`src/rtl/hack_screen_pkg.sv`:
```
// hack_screen_pkg: shared state encoding and default geometry for the Hack screen scanner
package hack_screen_pkg;
  localparam int WORD_W = 16;
  localparam int BIT_W = $clog2(WORD_W);
  localparam int DEF_WORDS_PER_ROW = 32;
  localparam int DEF_ROWS = 256;
  localparam int DEF_ADDR_W = 13;
  typedef enum logic [1:0] {IDLE, REQ, LOAD, SHIFT} state_t;
endpackage

```
`src/rtl/hack_screen_scanner_if.sv`:
```
// hack_screen_scanner_if: screen RAM read port, pixel stream and frame control of the scanner
interface hack_screen_scanner_if import hack_screen_pkg::*; #(
  parameter int ADDR_W = DEF_ADDR_W
);
  logic enable;
  logic [ADDR_W-1:0] ram_addr;
  logic ram_rd;
  logic [WORD_W-1:0] ram_data;
  logic pix;
  logic pix_valid;
  logic pix_ready;
  logic pix_first;
  logic pix_eol;
  logic frame_done;
  modport master (
    input enable, ram_data, pix_ready,
    output ram_addr, ram_rd, pix, pix_valid, pix_first, pix_eol, frame_done
  );
  modport slave (
    output enable, ram_data, pix_ready,
    input ram_addr, ram_rd, pix, pix_valid, pix_first, pix_eol, frame_done
  );
endinterface

```
`src/rtl/hack_pixel_shifter.sv`:
```
// hack_pixel_shifter: holds one screen word and walks its bits from bit 0 (leftmost) to bit 15
module hack_pixel_shifter import hack_screen_pkg::*; (
  input  logic              clk,
  input  logic              reset,
  input  logic              load,
  input  logic [WORD_W-1:0] data,
  input  logic              adv,
  output logic              pix,
  output logic              first,
  output logic              last
);
  logic [WORD_W-1:0] sh;
  logic [BIT_W-1:0] idx;
  always_ff @(posedge clk) begin
    if (reset) begin
      sh <= '0;
      idx <= '0;
    end else if (load) begin
      sh <= data;
      idx <= '0;
    end else if (adv) begin
      idx <= idx + BIT_W'(1);
    end
  end
  assign pix = sh[idx];
  assign first = idx == '0;
  assign last = idx == BIT_W'(WORD_W - 1);
endmodule

```
`src/rtl/hack_screen_scanner.sv`:
```
// hack_screen_scanner: reads the Hack screen RAM word by word and streams it out one pixel per transfer.
// Define HACK_SCREEN_PREFETCH_EN to prefetch the next word into a holding register for gap-free output.
module hack_screen_scanner import hack_screen_pkg::*; #(
  parameter int WORDS_PER_ROW = DEF_WORDS_PER_ROW,
  parameter int ROWS = DEF_ROWS,
  parameter int ADDR_W = DEF_ADDR_W
) (
  input logic clk,
  input logic reset,
  hack_screen_scanner_if.master bus
);
  localparam int COL_W = WORDS_PER_ROW > 1 ? $clog2(WORDS_PER_ROW) : 1;
  localparam logic [ADDR_W-1:0] LAST = ADDR_W'(WORDS_PER_ROW * ROWS - 1);
  localparam logic [COL_W-1:0] COL_LAST = COL_W'(WORDS_PER_ROW - 1);
  state_t state, state_n;
  logic [ADDR_W-1:0] cur;
  logic [COL_W-1:0] col;
  logic [WORD_W-1:0] ld_data;
  logic done, load, take, end_word, last_word;
  logic sh_pix, sh_first, sh_last;
  assign take = state == SHIFT && bus.pix_ready;
  assign end_word = take && sh_last;
  assign last_word = cur == LAST;
`ifdef HACK_SCREEN_PREFETCH_EN
  localparam state_t WORD_NEXT = SHIFT;
  logic pf_rd, pf_got;
  logic [WORD_W-1:0] hold;
  // next word is requested the cycle after the shifter takes a new word, so it lands long before bit 15
  always_ff @(posedge clk) begin
    if (reset) begin
      pf_rd <= 1'b0;
      pf_got <= 1'b0;
      hold <= '0;
    end else begin
      pf_rd <= (state == LOAD && !last_word) || (end_word && !last_word && cur + ADDR_W'(1) != LAST);
      pf_got <= pf_rd;
      if (pf_got) hold <= bus.ram_data;
    end
  end
  assign load = state == LOAD || (end_word && !last_word);
  assign ld_data = state == LOAD ? bus.ram_data : hold;
  assign bus.ram_rd = state == REQ || pf_rd;
  assign bus.ram_addr = state == SHIFT ? cur + ADDR_W'(1) : cur;
`else
  localparam state_t WORD_NEXT = REQ;
  assign load = state == LOAD;
  assign ld_data = bus.ram_data;
  assign bus.ram_rd = state == REQ;
  assign bus.ram_addr = cur;
`endif
  always_ff @(posedge clk) begin
    if (reset) state <= IDLE;
    else state <= state_n;
  end
  always_comb begin
    state_n = state == IDLE  ? (bus.enable ? REQ : IDLE) :
              state == REQ   ? LOAD :
              state == LOAD  ? SHIFT :
              !end_word      ? SHIFT :
              last_word      ? IDLE : WORD_NEXT;
  end
  // cur/col follow the word in the shifter; both return to 0 when the frame ends
  always_ff @(posedge clk) begin
    if (reset) begin
      cur <= '0;
      col <= '0;
      done <= 1'b0;
    end else begin
      done <= end_word && last_word;
      if (end_word) begin
        cur <= last_word ? '0 : cur + ADDR_W'(1);
        col <= col == COL_LAST ? '0 : col + COL_W'(1);
      end
    end
  end
  hack_pixel_shifter u_shift (
    .clk(clk),
    .reset(reset),
    .load(load),
    .data(ld_data),
    .adv(take),
    .pix(sh_pix),
    .first(sh_first),
    .last(sh_last)
  );
  assign bus.pix_valid = state == SHIFT;
  assign bus.pix = state == SHIFT && sh_pix;
  assign bus.pix_first = state == SHIFT && sh_first && cur == '0;
  assign bus.pix_eol = state == SHIFT && sh_last && col == COL_LAST;
  assign bus.frame_done = done;
endmodule

```
`src/flat_wrapper.sv`:
```
// flat-port wrapper written by rule: the top's interface ports become plain ports
module hack_screen_scanner_flat import hack_screen_pkg::*;
#(
  parameter int WORDS_PER_ROW = DEF_WORDS_PER_ROW,
  parameter int ROWS = DEF_ROWS,
  parameter int ADDR_W = DEF_ADDR_W
)
  (clk, reset, bus_enable, bus_ram_data, bus_pix_ready, bus_ram_addr, bus_ram_rd, bus_pix, bus_pix_valid, bus_pix_first, bus_pix_eol, bus_frame_done);
  hack_screen_scanner_if #(.ADDR_W(ADDR_W)) bus_i ();
  input logic clk;
  input logic reset;
  input wire logic [$bits(bus_i.enable)-1:0] bus_enable;
  input wire logic [$bits(bus_i.ram_data)-1:0] bus_ram_data;
  input wire logic [$bits(bus_i.pix_ready)-1:0] bus_pix_ready;
  output wire logic [$bits(bus_i.ram_addr)-1:0] bus_ram_addr;
  output wire logic [$bits(bus_i.ram_rd)-1:0] bus_ram_rd;
  output wire logic [$bits(bus_i.pix)-1:0] bus_pix;
  output wire logic [$bits(bus_i.pix_valid)-1:0] bus_pix_valid;
  output wire logic [$bits(bus_i.pix_first)-1:0] bus_pix_first;
  output wire logic [$bits(bus_i.pix_eol)-1:0] bus_pix_eol;
  output wire logic [$bits(bus_i.frame_done)-1:0] bus_frame_done;
  assign bus_i.enable = bus_enable;
  assign bus_i.ram_data = bus_ram_data;
  assign bus_i.pix_ready = bus_pix_ready;
  assign bus_ram_addr = bus_i.ram_addr;
  assign bus_ram_rd = bus_i.ram_rd;
  assign bus_pix = bus_i.pix;
  assign bus_pix_valid = bus_i.pix_valid;
  assign bus_pix_first = bus_i.pix_first;
  assign bus_pix_eol = bus_i.pix_eol;
  assign bus_frame_done = bus_i.frame_done;
  hack_screen_scanner #(.WORDS_PER_ROW(WORDS_PER_ROW), .ROWS(ROWS), .ADDR_W(ADDR_W)) u_core (.clk(clk), .reset(reset), .bus(bus_i));
endmodule
```
`config.mk`:
```
export PLATFORM = sky130hd
export DESIGN_NAME = hack_screen_scanner_flat
export DESIGN_NICKNAME = d
export VERILOG_FILES = /design/src/rtl/hack_screen_pkg.sv /design/src/rtl/hack_screen_scanner_if.sv /design/src/rtl/hack_pixel_shifter.sv /design/src/rtl/hack_screen_scanner.sv /design/src/flat_wrapper.sv
export SDC_FILE = /design/constraint.sdc
export NUM_CORES = 1
export LEC_CHECK = 0
export ABC_AREA = 1
export ABC_CLOCK_PERIOD_IN_PS = 1600
export CAP_MARGIN = 20
export CORE_ASPECT_RATIO = 0.9
export CORE_UTILIZATION = 46
export DETAILED_ROUTE_END_ITERATION = 10
export HOLD_SLACK_MARGIN = 0.12
export PLACE_DENSITY = 0.83
export SYNTH_ARGS = -nofsm -noshare
export SYNTH_HDL_FRONTEND = slang
export SYNTH_HIERARCHICAL = 1
export SYNTH_SLANG_ARGS = --single-unit
export TNS_END_PERCENT = 5
```
`constraint.sdc`:
```
create_clock -name clk -period 1.6 [get_ports clk]
set_clock_uncertainty 0.1 [all_clocks]
set_input_delay 0.48 -clock clk [delete_from_list [all_inputs] [get_ports clk]]
set_output_delay 0.48 -clock clk [all_outputs]
set_load 0.005 [all_outputs]
```
-- After elaboration in Yosys (flattened, before gate mapping)
Index checks and enable logic that the tools add are counted.
- bits in registers: 41
- output and inout port bits: 19
- logic and storage cells: 38
- add/sub/neg operators: 3
- magnitude comparators: 1
- eq/ne operators: 6
- mux-type cells: 10
- reduce and logical (&&, ||, !) cells: 12
- operator list (operator ; count):
    adder 13 x 1 -> 13 bit, second input constant ; 1
    == test 13 bit, second input constant ; 1
    logical NOT 13 bit ; 1
    2-to-1 mux 13 bit ; 1
    logical AND 1 bit ; 8
    2-to-1 mux 2 bit ; 4
    adder 5 x 1 -> 5 bit, second input constant ; 1
    == test 5 bit, second input constant ; 1
    < comparator 4 x 5 -> 1 bit, second input constant ; 1
    2-to-1 mux 5 bit ; 1
    adder 4 x 1 -> 4 bit, second input constant ; 1
    binary-select mux 1 bit (select 4 bit) ; 1
    == test 2 bit, second input constant ; 2
    == test 4 bit, second input constant ; 1
    logical NOT 4 bit ; 1
    2-to-1 mux 1 bit ; 3
    == test 2 x 1 -> 1 bit, second input constant ; 1
    logical NOT 2 bit ; 1
    OR reduction 2 bit ; 1

-- Logic depth before layout (Yosys ltp)
- word-level depth: 7
- depth in mapped cells: 11

-- By module
The synthesis kept the hierarchy.
- by module, submodules not included (module ; instances ; cells each ; area each (µm²) ; sequential area each (µm²)):
    hack_screen_scanner ; 1 ; 146 ; 1074.8 ; 420.4
    hack_pixel_shifter ; 1 ; 138 ; 938.4 ; 400.4

-- Worst setup path before layout
No wires, ideal clock.
- path type: reg2reg
- from: reg u_core.u_shift.idx[1]
- to: reg u_core.cur[5] (netlist: u_core/bus.ram_addr[5])
- data arrival time: 1.478 ns
- required time: 1.383 ns
- path slack: -0.096 ns
- stages on the path, launching flop included: 9
- path buffers: 0
- period minus slack after synthesis: 1.696 ns
- cells stage by stage: dfxtp_1 -> ha_1 -> inv_1 -> nor2_1 -> nand4_4 -> nor2_8 -> nand3_2 -> nand2_2 -> nor2_1
- word-level cells in the longest chain between the ends: 2
- ends and longest elaborated chain (item ; RTL line ; RTL):
    from (decl) ; hack_pixel_shifter.sv:13 ; logic [BIT_W-1:0] idx;
    from (signal assigned) ; hack_pixel_shifter.sv:22 ; idx <= idx + BIT_W'(1);
    == test 4 bit ; hack_pixel_shifter.sv:27 ; assign last = idx == BIT_W'(WORD_W - 1);
    via u_core.sh_last ; hack_screen_scanner.sv:20 ; logic sh_pix, sh_first, sh_last;
    logical AND 1 bit ; hack_screen_scanner.sv:22 ; assign end_word = take && sh_last;
    to (signal assigned) ; hack_screen_scanner.sv:71 ; cur <= last_word ? '0 : cur + ADDR_W'(1);
    to (decl) ; hack_screen_scanner.sv:16 ; logic [ADDR_W-1:0] cur;
The timed path passes the listed nets, and every way through them passes these cells.
A chain may end at the register's enable or synchronous reset.

-- Worst setup path in the final report
- from: reg u_core.u_shift.idx[0]
- to: out bus_pix
- word-level cells in the longest chain between the ends: 3
- ends and longest elaborated chain (item ; RTL line ; RTL):
    binary-select mux 1 bit (select 4 bit) ; hack_pixel_shifter.sv:25 ; assign pix = sh[idx];
    2-to-1 mux 1 bit (implied by the code) ; hack_pixel_shifter.sv:25 ;
    via u_core.sh_pix ; hack_screen_scanner.sv:20 ;
    logical AND 1 bit ; hack_screen_scanner.sv:87 ; assign bus.pix = state == SHIFT && sh_pix;
    to (decl) ; flat_wrapper.sv:17 ; output wire logic [$bits(bus_i.pix)-1:0] bus_pix;
The timed path passes the listed nets, and every way through them passes these cells. The select of a mux whose other input is x is not followed.

==> out/results.tsv <==
metric	value	unit
crit_path_end_kind	output pin	
power.ir.vdd_worst	0.514	mV
clk_root_buffer_cell	clkbuf_8	
required	1.02	ns
cellPowerDensity	725	mW/mm^2
core.rowCount	22	
place.gp.congestion	0.848	
half_perimeter_wire_length_after_placement	3.86	mm
wire_length_of_the_first_global_routing_pass	9.48	mm
synth_seq_cells	41	
hold_class	reg -> reg	
synth.top_cell.area_share	0.408	
tritoncts	built	
setup_ws	-0.526	ns
area_of_the_mapped_netlist	0.00201	sq mm
floorplan.io_pins	39	
number_of_global_route_vias_before_repair	2170	
clk_transition_reported_paths	0.07	ns
crit_arrival	1.55	ns
postRouteAntennaNets	0	
synth_edf_count	0	
critical_path.max_stage_delay	0.39	ns
max-cap-violations	0	
post-route-period-util	1.33	
post_synth_main_area_contributors	dfxtp_1 (41%), nor2_1 (9.7%), nand2_1 (9.5%)	
antenna_found_initial	0	
placedCellCount	410	
ys_dominant_reg_cell	dfxtp_1	
unrepaired_setup_endpoints_after_global_routing	yes	
power.total	2.23	mW
met3RoutedLength	417	microns
grtUsageTotal	0.265	
classification_of_the_worst_setup_path	reg -> out	
grt_start_max_net_pins	25	
final-max-slew-violation-count	0	
highest-signal-layer	met4	
tightestPinTransition	0.406	ns
synth-seq-area-share	0.408	
die_x	71.7	microns
fillCellCount	291	
total_die_area	0.00465	sq mm
dr_total_vias	2282	
post_route_cells_drive_above_1_share	0.302	
worst_path_most_repeated_cell	nand2_1	
fin_nets	406	
synth-async-reset-ratio	0	
route.layer.met1.wl	2.50	mm
failed_checks	setup timing	
cts.path.max_buffers	2	
cell_type_with_the_highest_aggregate_area_in_the_netlist	dfxtp_1	
antenna-diode-count	0	
coreArea	0.00413	sq mm
globalRoute.totalOverflow	0	
detailroute.wirelength.met2	2.98	mm
detailedRoute.firstIterationViolations	277	
path_max_fanout	5	
initial_utilization	0.488	
cts_buffers	5	
critical_path.cell_chain	buf_6 > clkinvlp_4 > nand2_1 > nand3_1 > nand2_1 > nand2_1 > nand2_1 > inv_1 > nand2_1 > inv_1 > nor2_1 > buf_2	
area.growth.synth_to_final	52.6	%
setup_viol	26	
synth.lib_cells_used.distinct	31	
fin_crit	2.13	ns
first_pass_iters	7	
worst_skew_pair.late_latency	0.30	ns
remaining_drc_errors	0	
synth.net_count	310	
run_status	finished, violations left	
numPortBuffers	38	
synthesis.yosys.warnings	6	
finalHoldViolations	0	
critical-path-slowest-cell	dfxtp_4	
fmax	470	MHz
final_cell_count_no_fill	429	
detail_route.wl_per_cell	14.2	microns
wirelength	6.10	mm
leakage	1.43	nW
drt-vias-per-instance	5.32	
cts_sinks	41	
syn-instance-count	284	
synth.avg_cell_area	7.09	sq um
relSlewSlack	0.728	
critPathLaunchType	flop	
chipHeight	64.8	microns
htree_levels	2	
-- report_power, final --
part | leakage, nW | internal [mW] | switching, mW
registers | 0.343 | 1.06 | 0.0236
clock network | 0.0585 | 0.509 | 0.359
logic | 1.02 | 0.126 | 0.145
total | 1.43 | 1.70 | 0.528
-- worst paths after layout --
path	startpoint	to	slack, ns	cells after the start
setup reg to reg	u_core/u_shift/idx[0]$_SDFFE_PP0P_	u_core/bus.ram_addr[7]$_SDFFE_PP0N_	-0.28	10
setup / recovery	u_core/u_shift/idx[0]$_SDFFE_PP0P_	bus_pix	-0.53	12
hold / removal	u_core/u_shift/sh[0]$_SDFFE_PP0P_	u_core/u_shift/sh[0]$_SDFFE_PP0P_	0.37	2
hold reg to reg	u_core/u_shift/sh[0]$_SDFFE_PP0P_	u_core/u_shift/sh[0]$_SDFFE_PP0P_	0.37	2
-- routing by layer --
layer / up-vias / GRT usage
met4: 0 / 0.100
li1: 1104 / -
met5: - / 0
met2: 107 / 0.471
met1: 1042 / 0.304
met3: 29 / 0.0700
-- layout make-up --
cell class | count | area (sq um) | share of cell area
clock buffer | 7 | 86.3 | 0.0281
clock inverter | 1 | 30.0 | 0.00978
inverter | 39 | 151 | 0.0493
multi-input combinational | 197 | 1090 | 0.354
sequential | 41 | 847 | 0.276
tap | 48 | 60.1 | 0.0196
timing repair buffer | 95 | 802 | 0.261
timing repair inverter | 1 | 7.51 | 0.00244
-- Yosys cell counts, drive strengths merged (2+ instances only) --
master,n
a21oi,19
buf,5
clkbuf,2
dfxtp,41
ha,6
inv,39
nand2,52
nand3,19
nand4,8
nor2,54
nor3,7
nor3b,2
o21ai,22
xor2,3
-- flip-flops by register name, summed over array words and instances (netlist names) --
signal / count
u_core/bus.frame_done: 1
u_core/col: 5
u_core/state: 2
u_core/u_shift/sh: 16
u_core/u_shift/idx: 4
u_core/bus.ram_addr: 13
-- metrics by stage --
step                hold slack (ns)  cell area (sq um)  setup slack (ns)   TNS, ns  utilization
global placement              0.356               2790            -0.526    -12.11        0.675
detailed placement            0.360               2790            -0.578    -13.50        0.675
CTS                           0.370               3020            -0.488     -4.77        0.731
finish                        0.369               3070            -0.526     -5.60        0.744
global route                  0.389               3070            -0.640     -7.63        0.744
floorplan                     0.333               2030          -0.00472  -0.00472            -
-- layout by cell type (no fill, tap or decap), drive strengths merged --
cell           Yosys  layout
o21bai             1       1
dfxtp             41      41
nor3b              2       2
clkinvlp           0       1
clkbuf             2       9
nand2             52      52
nand3             19      19
nor4               1       1
buf                5      61
xnor2              1       1
o211a              1       1
bufinv             0       1
nand4              8       8
xor2               3       3
a21oi             19      19
nor3               7       7
ha                 6       6
clkdlybuf4s15      0      11
dlygate4sd2        0       2
dlymetal6s2s       0       1
and3               1       1
clkdlybuf4s50      0      18
o21ai             22      22
nor2              54      54
inv               39      39
-- worst max-delay path: cells and delay by family (launching register included) --
kind                   cells  cell delay, ns
and+or+nand+nor            7            0.45
DFF                        1            0.39
buffers and inverters      5            0.41
-- logic make-up after synthesis --
family | synth area share
and+or+nand+nor | 0.331
adders and majority gates | 0.0373
buffers and inverters | 0.0957
AOI/OAI and AO/OA | 0.111
xor gates and xnor gates | 0.0174
DFF | 0.408
-- what timing repair did --
| action | in CTS | in global routing |
|---|---|---|
| buffers inserted | 6 | 4 |
| hold buffers | 0 | 0 |
| gates resized for setup | 65 | 21 |
| endpoints found under the setup margin | 43 | 42 |
| gates cloned | 1 | 0 |
| pin swaps | 11 | 7 |
| hold endpoints to repair | 0 | 0 |
Power figures use the tool's default switching activity.
